**config.mk**
```make
export PLATFORM = sky130hd
export DESIGN_NAME = sprite_mover
export DESIGN_NICKNAME = d
export VERILOG_FILES = /design/src/rtl/sprite_mover.sv
export SDC_FILE = /design/constraint.sdc
export NUM_CORES = 1
export LEC_CHECK = 0
export ABC_AREA = 1
export BUFFER_PORTS_ARGS = -buffer_cell sky130_fd_sc_hd__buf_2
export CAP_MARGIN = 10
export CORE_ASPECT_RATIO = 0.6
export CORE_UTILIZATION = 48
export DETAILED_ROUTE_END_ITERATION = 8
export PLACE_DENSITY = 0.67
export SLEW_MARGIN = 15
export SYNTH_ARGS = -nofsm -noshare
export SYNTH_HDL_FRONTEND = slang
export SYNTH_SLANG_ARGS = --single-unit
```
**constraint.sdc**
```tcl
create_clock -name clock -period 3.4 [get_ports clock]
set_input_delay 0.68 -clock clock [delete_from_list [all_inputs] [get_ports clock]]
set_output_delay 0.68 -clock clock [all_outputs]
set_load 0.005 [all_outputs]
```
**src/rtl/sprite_mover.sv**
```systemverilog
// sprite_mover: steps a sprite's top-left corner in a latched button direction, clamped to the screen and kept out of one obstacle.
// Define SPRITE_MOVER_ACCEL_EN to double the step after ACCEL_TICKS consecutive moves in one direction.
module sprite_mover #(
    parameter int SCREEN_W    = 96,
    parameter int SCREEN_H    = 64,
    parameter int SPRITE_SIZE = 9,
    parameter int START_X     = 0,
    parameter int START_Y     = 54,
    parameter int OBS_X0      = 57,
    parameter int OBS_X1      = 95,
    parameter int OBS_Y0      = 0,
    parameter int OBS_Y1      = 29,
    parameter int STEP        = 1,
    parameter int ACCEL_TICKS = 15
) (
    input  logic                        clock,
    input  logic                        reset_n,
    input  logic                        enable,
    input  logic                        move_tick,
    input  logic [3:0]                  pb,
    output logic [$clog2(SCREEN_W)-1:0] pos_x,
    output logic [$clog2(SCREEN_H)-1:0] pos_y,
    output logic [3:0]                  dir,
    output logic                        blocked,
    output logic                        fast
);
    localparam int XW = $clog2(SCREEN_W);
    localparam int YW = $clog2(SCREEN_H);
    typedef logic [XW-1:0] px_t;
    typedef logic [YW-1:0] py_t;
    typedef logic [XW:0]   wx_t;
    typedef logic [YW:0]   wy_t;
    localparam wx_t XMAX = wx_t'(SCREEN_W - SPRITE_SIZE);
    localparam wy_t YMAX = wy_t'(SCREEN_H - SPRITE_SIZE);
    localparam wx_t SZX  = wx_t'(SPRITE_SIZE);
    localparam wy_t SZY  = wy_t'(SPRITE_SIZE);
    localparam wx_t OX0  = wx_t'(OBS_X0);
    localparam wx_t OX1P = wx_t'(OBS_X1 + 1);
    localparam wy_t OY0  = wy_t'(OBS_Y0);
    localparam wy_t OY1P = wy_t'(OBS_Y1 + 1);
    localparam wx_t STX  = wx_t'(STEP);
    localparam wy_t STY  = wy_t'(STEP);

    px_t pos_x_q, pos_x_d;
    py_t pos_y_q, pos_y_d;
    logic [3:0] dir_q, dir_d;
    logic blocked_q, blocked_d, fast_q, fast_d;
    wx_t xw, sx, cx;
    wy_t yw, sy, cy;
    logic go, ovl, refuse;

    always_comb begin
        dir_d = !enable ? 4'b0000 : pb[0] ? 4'b0001 : pb[1] ? 4'b0010 :
                pb[2] ? 4'b0100 : pb[3] ? 4'b1000 : dir_q;
        xw = {1'b0, pos_x_q};
        yw = {1'b0, pos_y_q};
        sx = fast_q ? STX << 1 : STX;
        sy = fast_q ? STY << 1 : STY;
        cx = dir_q[2] ? (xw < sx ? '0 : xw - sx) :
             dir_q[3] ? (xw + sx > XMAX ? XMAX : xw + sx) : xw;
        cy = dir_q[0] ? (yw < sy ? '0 : yw - sy) :
             dir_q[1] ? (yw + sy > YMAX ? YMAX : yw + sy) : yw;
        // inclusive bounds rewritten as strict compares so no term can go negative
        ovl = cx < OX1P && cx + SZX > OX0 && cy < OY1P && cy + SZY > OY0;
        go = enable && move_tick && dir_q != 4'b0000;
        refuse = go && ((cx == xw && cy == yw) || ovl);
        pos_x_d = !enable ? px_t'(START_X) : go && !refuse ? cx[XW-1:0] : pos_x_q;
        pos_y_d = !enable ? py_t'(START_Y) : go && !refuse ? cy[YW-1:0] : pos_y_q;
        blocked_d = refuse;
    end

`ifdef SPRITE_MOVER_ACCEL_EN
    localparam int CW = $clog2(ACCEL_TICKS + 1);
    logic [CW-1:0] cnt_q, cnt_d;

    always_comb begin
        cnt_d = (!enable || refuse || dir_d != dir_q) ? '0 :
                (go && cnt_q != CW'(ACCEL_TICKS)) ? cnt_q + CW'(1) : cnt_q;
        fast_d = cnt_d == CW'(ACCEL_TICKS);
    end

    always_ff @(posedge clock or negedge reset_n) begin
        if (!reset_n) cnt_q <= '0;
        else          cnt_q <= cnt_d;
    end
`else
    assign fast_d = 1'b0;
`endif

    always_ff @(posedge clock or negedge reset_n) begin
        if (!reset_n) begin
            pos_x_q   <= px_t'(START_X);
            pos_y_q   <= py_t'(START_Y);
            dir_q     <= 4'b0000;
            blocked_q <= 1'b0;
            fast_q    <= 1'b0;
        end else begin
            pos_x_q   <= pos_x_d;
            pos_y_q   <= pos_y_d;
            dir_q     <= dir_d;
            blocked_q <= blocked_d;
            fast_q    <= fast_d;
        end
    end

    assign pos_x   = pos_x_q;
    assign pos_y   = pos_y_q;
    assign dir     = dir_q;
    assign blocked = blocked_q;
    assign fast    = fast_q;
endmodule

```
==> results of run 1 <==
worst max-delay path, stage by stage, from the launching register on:
cell	delay, ns
dfstp_2	0.64
inv_1	0.11
ha_1	0.30
inv_1	0.08
nor2_1	0.04
nand3_1	0.07
nand2_1	0.06
nand3_1	0.07
nand2_1	0.09
nand2_2	0.12
nand2_1	0.06
nand2_1	0.09
nand2_1	0.10
nand2_1	0.07
nand2_1	0.04
nor2_1	0.13
nand2_1	0.09
o21ai_2	0.14
nand2_2	0.11
nand2_4	0.17
inv_2	0.11
nand2_1	0.08
nand2_1	0.05
sequential cells by signal (all words and copies together), names as in the netlist:
signal   cells
pos_x        7
dir          4
blocked      1
pos_y        6
kinds of logic after synthesis:
kind of cell,Yosys count,share of synthesized area [%]
xor+xnor,6,2.670
buf+inv,48,11.00
flops,18,23.14
simple gates,222,50.86
fa+ha+maj,5,3.179
compound gates,30,8.964
other cells,1,0.1905
through the flow:
step,hold slack [ns],power [mW]
floorplan,0.3844,0.4117
global placement,0.5327,0.4676
detailed placement,0.5399,0.4661
CTS,0.3547,0.6204
global route,0.3696,0.6675
finish,0.3418,0.6232
how the worst max path moves through the flow:
stage | from | slack (ns) | end | depth (start not counted)
4_1_cts | pos_y[0]$_DFFE_PN0P_ | 0.41 | pos_x[3]$_DFFE_PN0P_ | 22
3_3_place_gp | pos_y[0]$_DFFE_PN0P_ | 0.48 | pos_x[1]$_DFFE_PN0P_ | 22
3_5_place_dp | pos_y[0]$_DFFE_PN0P_ | 0.45 | pos_x[3]$_DFFE_PN0P_ | 22
6_report | pos_y[1]$_DFFE_PN1P_ | 0.46 | pos_x[3]$_DFFE_PN0P_ | 22
2_1_floorplan | pos_y[1]$_DFFE_PN1P_ | 0.97 | pos_x[1]$_DFFE_PN0P_ | 22
5_1_grt | pos_y[1]$_DFFE_PN1P_ | 0.14 | pos_y[3]$_DFFE_PN0P_ | 22
per-layer routing:
layer / part of all wire (%) / wire length [um]
met5: 0 / 0
met4: 0 / 0
met3: 12 / 677
met2: 35 / 1884
met1: 53 / 2899
cell usage after synthesis, types with 2 or more instances:
cell	number	area share, %
inv_1	33	6.3
xor2_1	5	2.2
or2_2	3	0.95
a21oi_1	13	3.3
o21ai_0	8	2.0
o21ai_2	2	0.89
dfstp_2	4	5.3
nor3_1	3	0.76
nand3_2	3	1.5
buf_4	3	1.1
buf_2	5	1.3
nor2_2	3	0.95
ha_1	5	3.2
o211ai_1	3	1.1
nand3_1	46	12
dfrtp_1	14	18
clkbuf_1	2	0.38
o21bai_1	2	0.76
nand4_1	8	2.5
nand2_2	11	3.5
nand2_4	3	1.7
nor2_1	19	3.6
nand2_1	122	23
inv_2	2	0.38
cells in the final DEF (no fill, tap or decap), drive strengths merged, types with 8 or more instances in the layout:
cell type / n
o21ai: 10
nand2: 136
a21oi: 13
nor2: 22
nand3: 49
nand4: 8
inv: 35
dfrtp: 14
buf: 25
cell type report:
type | count | area share, %
clock buffer | 4 | 2.128
sequential | 18 | 21.57
timing repair buffer | 25 | 5.910
multi-input combinational | 264 | 61.23
inverter | 36 | 6.383
tap | 47 | 2.778
where the power goes:
| group | internal [mW] | switching (mW) |
|---|---|---|
| Combinational | 0.0703 | 0.131 |
| Sequential | 0.233 | 0.0350 |
| Clock | 0.0833 | 0.0711 |
what timing repair did:
action | 4_1_cts | 5_1_grt
setup endpoints to repair | 0 | 1
buffers inserted | 0 | 0
resized for setup | 0 | 1
==> impl_results.md, run 1 <==
- HP Class: in -> async
- Critical path type: reg -> reg
- Status: complete, no violations
- Final-report setup violation count: 0
- Die H: 51.60 um
- Synth Instances: 330
- Hold buffers post-CTS: 0
- P&R area growth vs syn: 7.565%
- Largest net degree at the start of global routing: 22
- Worst-path clk slew: ~0.07 ns
- DRC violations left: 0
- Global routing's busiest layer: met1
- Worst-skew pair later-pin latency: approximately 0.26 ns
- Fin util: ~56%
- Share of cells above drive strength 1: 17.29%
- Reg2reg start: pos_y[1]$_DFFE_PN1P_
- Final Cell Area: ~2100 um^2
- Syn_area_per_cell: 5.964 um^2
- Fin. max-slew vios: 0
- Mapped Nets: between 300 and 400
- CTS Sinks: 18
- TritonRoute pass-1 iters: 7
- YS warnings: 0
- CTS H-tree lvls: 1
- Filler cell count: about 390
- Number of synthesized flops with an enable pin: 0
- Fmax: roughly 340 MHz
- MaxCap Viol Count: 0
- Sequential fraction of the synthesis area: about 23%
- Routability cong.: about 1.0
- Worst slack at placement: around 0.45 ns
- Length in cells of the worst reg-to-reg path: 22
- Crit path required time: roughly 3.6 ns
- Top_reg_cell synth: dfrtp_1
- CTS tree: yes
- 1st-iter DRT viols: roughly 250
- Hold Fails Final Rpt: 0
- DR WL/cell: between 10 and 15 um
- Cell area after placement: between 2000 and 2500 um^2
- IO Count: 27
- Vias per Instance: between 5 and 6
- GR Util met3: roughly 7.8%
- Worst Skew: about 0.0046 ns
- Fin crit share: 86.35%
- Leakage power: 1.170 nW
- Final ANT Viol Nets: 0
- Fin worst setup slack: 0.4642 ns
- Grt met1 use: 44.42%
- FF-to-FF End: pos_x[3]$_DFFE_PN0P_
- Worst path arrival time: a little over 3 ns
- Die W: around 85 um
- Multi-input logic area: ~1300 um^2
- Vias in the first global route: between 1500 and 2000
- Row cnt: 17
- Layout Cells excl Fill: 394
- Total global-route track usage: between 20% and 30%
- Setup_tns: 0 ns
- Pwr/cell area: between 200 and 300 nW/um^2
- Mapped Area: around 2000 um^2
- RSZ-0062 raised after global routing: no
- First-pass GRT wire length: around 9100 um
- R2R setup slack: 0.46 ns
- CTS max path bufs: 2
- Total wire length: roughly 5500 um
- Initial core utilization: approximately half
- Clk root buf: clkbuf_8
- Async SR Flop Fraction: 100.0%
- CTS Buf Count: 3
- Port Buffers: 25
- Hpwl dp: about 4300 um
- Initial antenna violation count: 0
- Met2 Usage GRT: roughly 35%
- Fin crit period: ~2.9 ns
- Nets@finish: approximately 360
- FF+latch area: about 460 um^2
- VDD IR max: ~0.14 mV
- Via Count: 2130
- #FFs+latches synth: 18
- Placed cell count: 390
- ANT cells: 0
- Core Region: around 3800 um^2
- Die Footprint: 4369 um^2
- Critical path capture point type: register
- CP max FO: 15
- Total grt overflow: 0
- Distinct cell type count after synthesis: 32
- CP Launch Type: register
No activity file was read; power rests on OpenSTA's default activity.
==> run 2: changes to the inputs <==
--- a/config.mk
+++ b/config.mk
@@ -9,9 +9,10 @@
 export BUFFER_PORTS_ARGS = -buffer_cell sky130_fd_sc_hd__buf_2
 export CAP_MARGIN = 10
 export CORE_ASPECT_RATIO = 0.6
+export CORE_MARGIN = 3
 export CORE_UTILIZATION = 48
 export DETAILED_ROUTE_END_ITERATION = 8
-export PLACE_DENSITY = 0.67
+export PLACE_DENSITY = 0.68
 export SLEW_MARGIN = 15
 export SYNTH_ARGS = -nofsm -noshare
 export SYNTH_HDL_FRONTEND = slang
==> impl_results.md, run 2 (synthesis gave the netlist of run 1 again) <==
- Core Region: 3807 um^2 (was 3786 um^2)
- Port Buffers: 25 (unchanged)
- Most common cell after layout, fill and taps aside: nand2_1 (unchanged)
- Pin slew with the least headroom to its limit: about 0.5 ns
- IO Count: 27 (unchanged)
- CP max FO: 15 (unchanged)
- CTS Sinks: 18 (unchanged)
- Fmax: 333.6 MHz (was 340.6 MHz)
- Worst Skew: 0.002524 ns (was 0.004578 ns)
- Share of cells above drive strength 1: 17.00% (was 17.29%)
- Worst-skew pair later-pin latency: 0.25 ns (was 0.26 ns)
- Vias per Instance: 5.482 (was 5.406)
- Initial antenna violation count: 0 (unchanged)
- Worst slew margin: around two thirds
- Initial core utilization: 51.69% (was 51.98%)
- Combinational fraction of design power: 32.1% (was 32.3%)
- Filler cell count: 383 (was 392)
- ANT cells: 0 (unchanged)
- First-pass GRT wire length: 8514 um (was 9073 um)
- Final ANT Viol Nets: 0 (unchanged)
- Vias in the first global route: 1648 (was 1806)
- Part of the power in the clock network: 24.7% (was 24.8%)
- Die Footprint: 4930 um^2 (was 4369 um^2)
- Grt met1 use: 39.69% (was 44.42%)
- DR WL/cell: 13.74 um (was 13.86 um)
- CTS Buf Count: 3 (unchanged)
- Total global-route track usage: 22.14% (was 27.19%)
- CTS max path bufs: 2 (unchanged)
- Clk root buf: clkbuf_8 (unchanged)
- CTS tree: yes (unchanged)
- CTS H-tree lvls: 1 (unchanged)
- VDD IR max: 0.1526 mV (was 0.1373 mV)
- Total wire length: 5414 um (was 5460 um)
- P_int: 0.3860 mW (was 0.3862 mW)
- Sw power: 0.2348 mW (was 0.2371 mW)
- Row cnt: 17 (unchanged)
- Hold buffers post-CTS: 0 (unchanged)
- Fin worst setup slack: 0.4019 ns (was 0.4642 ns)
- Worst hold slack: 0.3412 ns (was 0.3418 ns)
- Worst-path clk slew: 0.07 ns (about the same)
- Reg2reg start: pos_y[0]$_DFFE_PN0P_ (was pos_y[1]$_DFFE_PN1P_)
- Largest net degree at the start of global routing: 22 (unchanged)
- Fin util: 55.57% (was 55.92%)
- Reg power frac: 43.2% (was 42.9%)
- Switch share: 37.82% (was 38.04%)
- MaxCap Viol Count: 0 (unchanged)
- Via Count: 2160 (was 2130)
- Met2 Usage GRT: 24.21% (was 34.55%)
- FF+latch area: 455.4 um^2 (was 456.7 um^2)
- CP Launch Type: register (unchanged)
- Routability cong.: 1.008 (was 0.9958)
- Pwr/cell area: 293.5 nW/um^2 (was 294.4 nW/um^2)
- Fin. max-slew vios: 0 (unchanged)
- Total grt overflow: 0 (unchanged)
- DRC violations left: 0 (unchanged)
- Nets@finish: 361 (unchanged)
- Fin crit share: 88.18% (was 86.35%)
- Hpwl dp: 4284 um (was 4298 um)
- Fin crit period: 2.998 ns (was 2.936 ns)
- HP Class: in -> async (unchanged)
- Hold Fails Final Rpt: 0 (unchanged)
- Worst slack at placement: 0.4648 ns (was 0.4491 ns)
- Die W: 88.67 um (was 84.67 um)
- Multi-input logic area: 1296 um^2 (unchanged)
- Crit path required time: 3.54 ns (was 3.55 ns)
- GR Util met3: 6.805% (was 7.778%)
- 1st-iter DRT viols: 267 (was 247)
- Max reg flops: 7 (unchanged)
- Leakage power: 1.171 nW (was 1.170 nW)
- Status: complete, no violations (unchanged)
- Setup_tns: 0 ns (unchanged)
- Final-report setup violation count: 0 (unchanged)
- Critical path type: reg -> reg (unchanged)
- Commonest non-fill, non-tap cells in the layout: nand2_1, nand3_1, inv_1 (unchanged)
- TritonRoute pass-1 iters: 5 (was 7)
- Post-cts resize count: 0 (unchanged)
- Post-CTS Setup Repair Bufs: 0 (unchanged)
- P&R area growth vs syn: 7.502% (was 7.565%)
- Worst path arrival time: 3.14 ns (was 3.08 ns)
- Die H: 55.60 um (was 51.60 um)
- Crit path launch: pos_y[0]$_DFFE_PN0P_ (was pos_y[1]$_DFFE_PN1P_)
- Critical path capture point type: register (unchanged)
- Global routing's busiest layer: met1 (unchanged)
- RSZ-0062 raised after global routing: no (unchanged)
==> run 2: cell types whose count changed in the layout (fill, tap and decap cells not counted) <==
cell / before / now
dfrtp_1: 13 / 14
dfrtp_2: 1 / 0
==> run 2: cell type report <==
class	instances	area share [%]
Clock buffer	4	2.129
Inverter	36	6.387
Multi-Input combinational cell	264	61.27
Sequential cell	18	21.53
Tap cell	47	2.779
Timing Repair Buffer	25	5.914
==> run 2: critical path, cell delays in order, from the launching register on <==
cell and delay (ns):
dfrtp_1 0.57, inv_1 0.20, ha_1 0.35, inv_1 0.07
nor2_1 0.04, nand3_1 0.08, nand2_1 0.05, nand3_1 0.08
nand2_1 0.09, nand2_2 0.12, nand2_1 0.06, nand2_1 0.10
nand2_1 0.10, nand2_1 0.07, nand2_1 0.05, nor2_1 0.12
nand2_1 0.09, o21ai_2 0.14, nand2_2 0.10, nand2_4 0.17
inv_2 0.11, nand2_1 0.07, nand2_1 0.06
==> run 2: layer usage <==
metal,vias to the layer above,routed length (um)
li1,1101,-
met1,936,2908
met4,0,23
met5,-,0
met2,119,1855
met3,4,628
==> run 2: worst paths after layout <==
kind                                   endpoint  slack, ns  cells past startpoint
max                        pos_y[3]$_DFFE_PN0P_       0.40                     22
min                        pos_y[3]$_DFFE_PN0P_       0.34                      1
max reg2reg                pos_y[3]$_DFFE_PN0P_       0.40                     22
min reg2reg                pos_y[4]$_DFFE_PN1P_       0.53                      2
max in group asynchronous  pos_y[4]$_DFFE_PN1P_       2.74                      1
min in group clock         pos_y[4]$_DFFE_PN1P_       0.53                      2
==> run 2: power by group through the flow <==
stage	registers, mW	clock network (mW)	logic (mW)
6_report	0.268	0.154	0.199
5_1_grt	0.271	0.172	0.225
4_1_cts	0.267	0.158	0.196
3_5_place_dp	0.271	0	0.195
3_3_place_gp	0.271	0	0.197
2_1_floorplan	0.251	0	0.160
==> run 2: stage by stage <==
stage / total power [mW] / instances / instance area, um^2
after CTS: 0.6214 / 394 / 2116
after global placement: 0.4681 / 390 / 2071
after floorplan: 0.4117 / 330 / 1968
final: 0.6209 / 394 / 2116
after global routing: 0.6680 / 394 / 2116
after detailed placement: 0.4662 / 390 / 2071
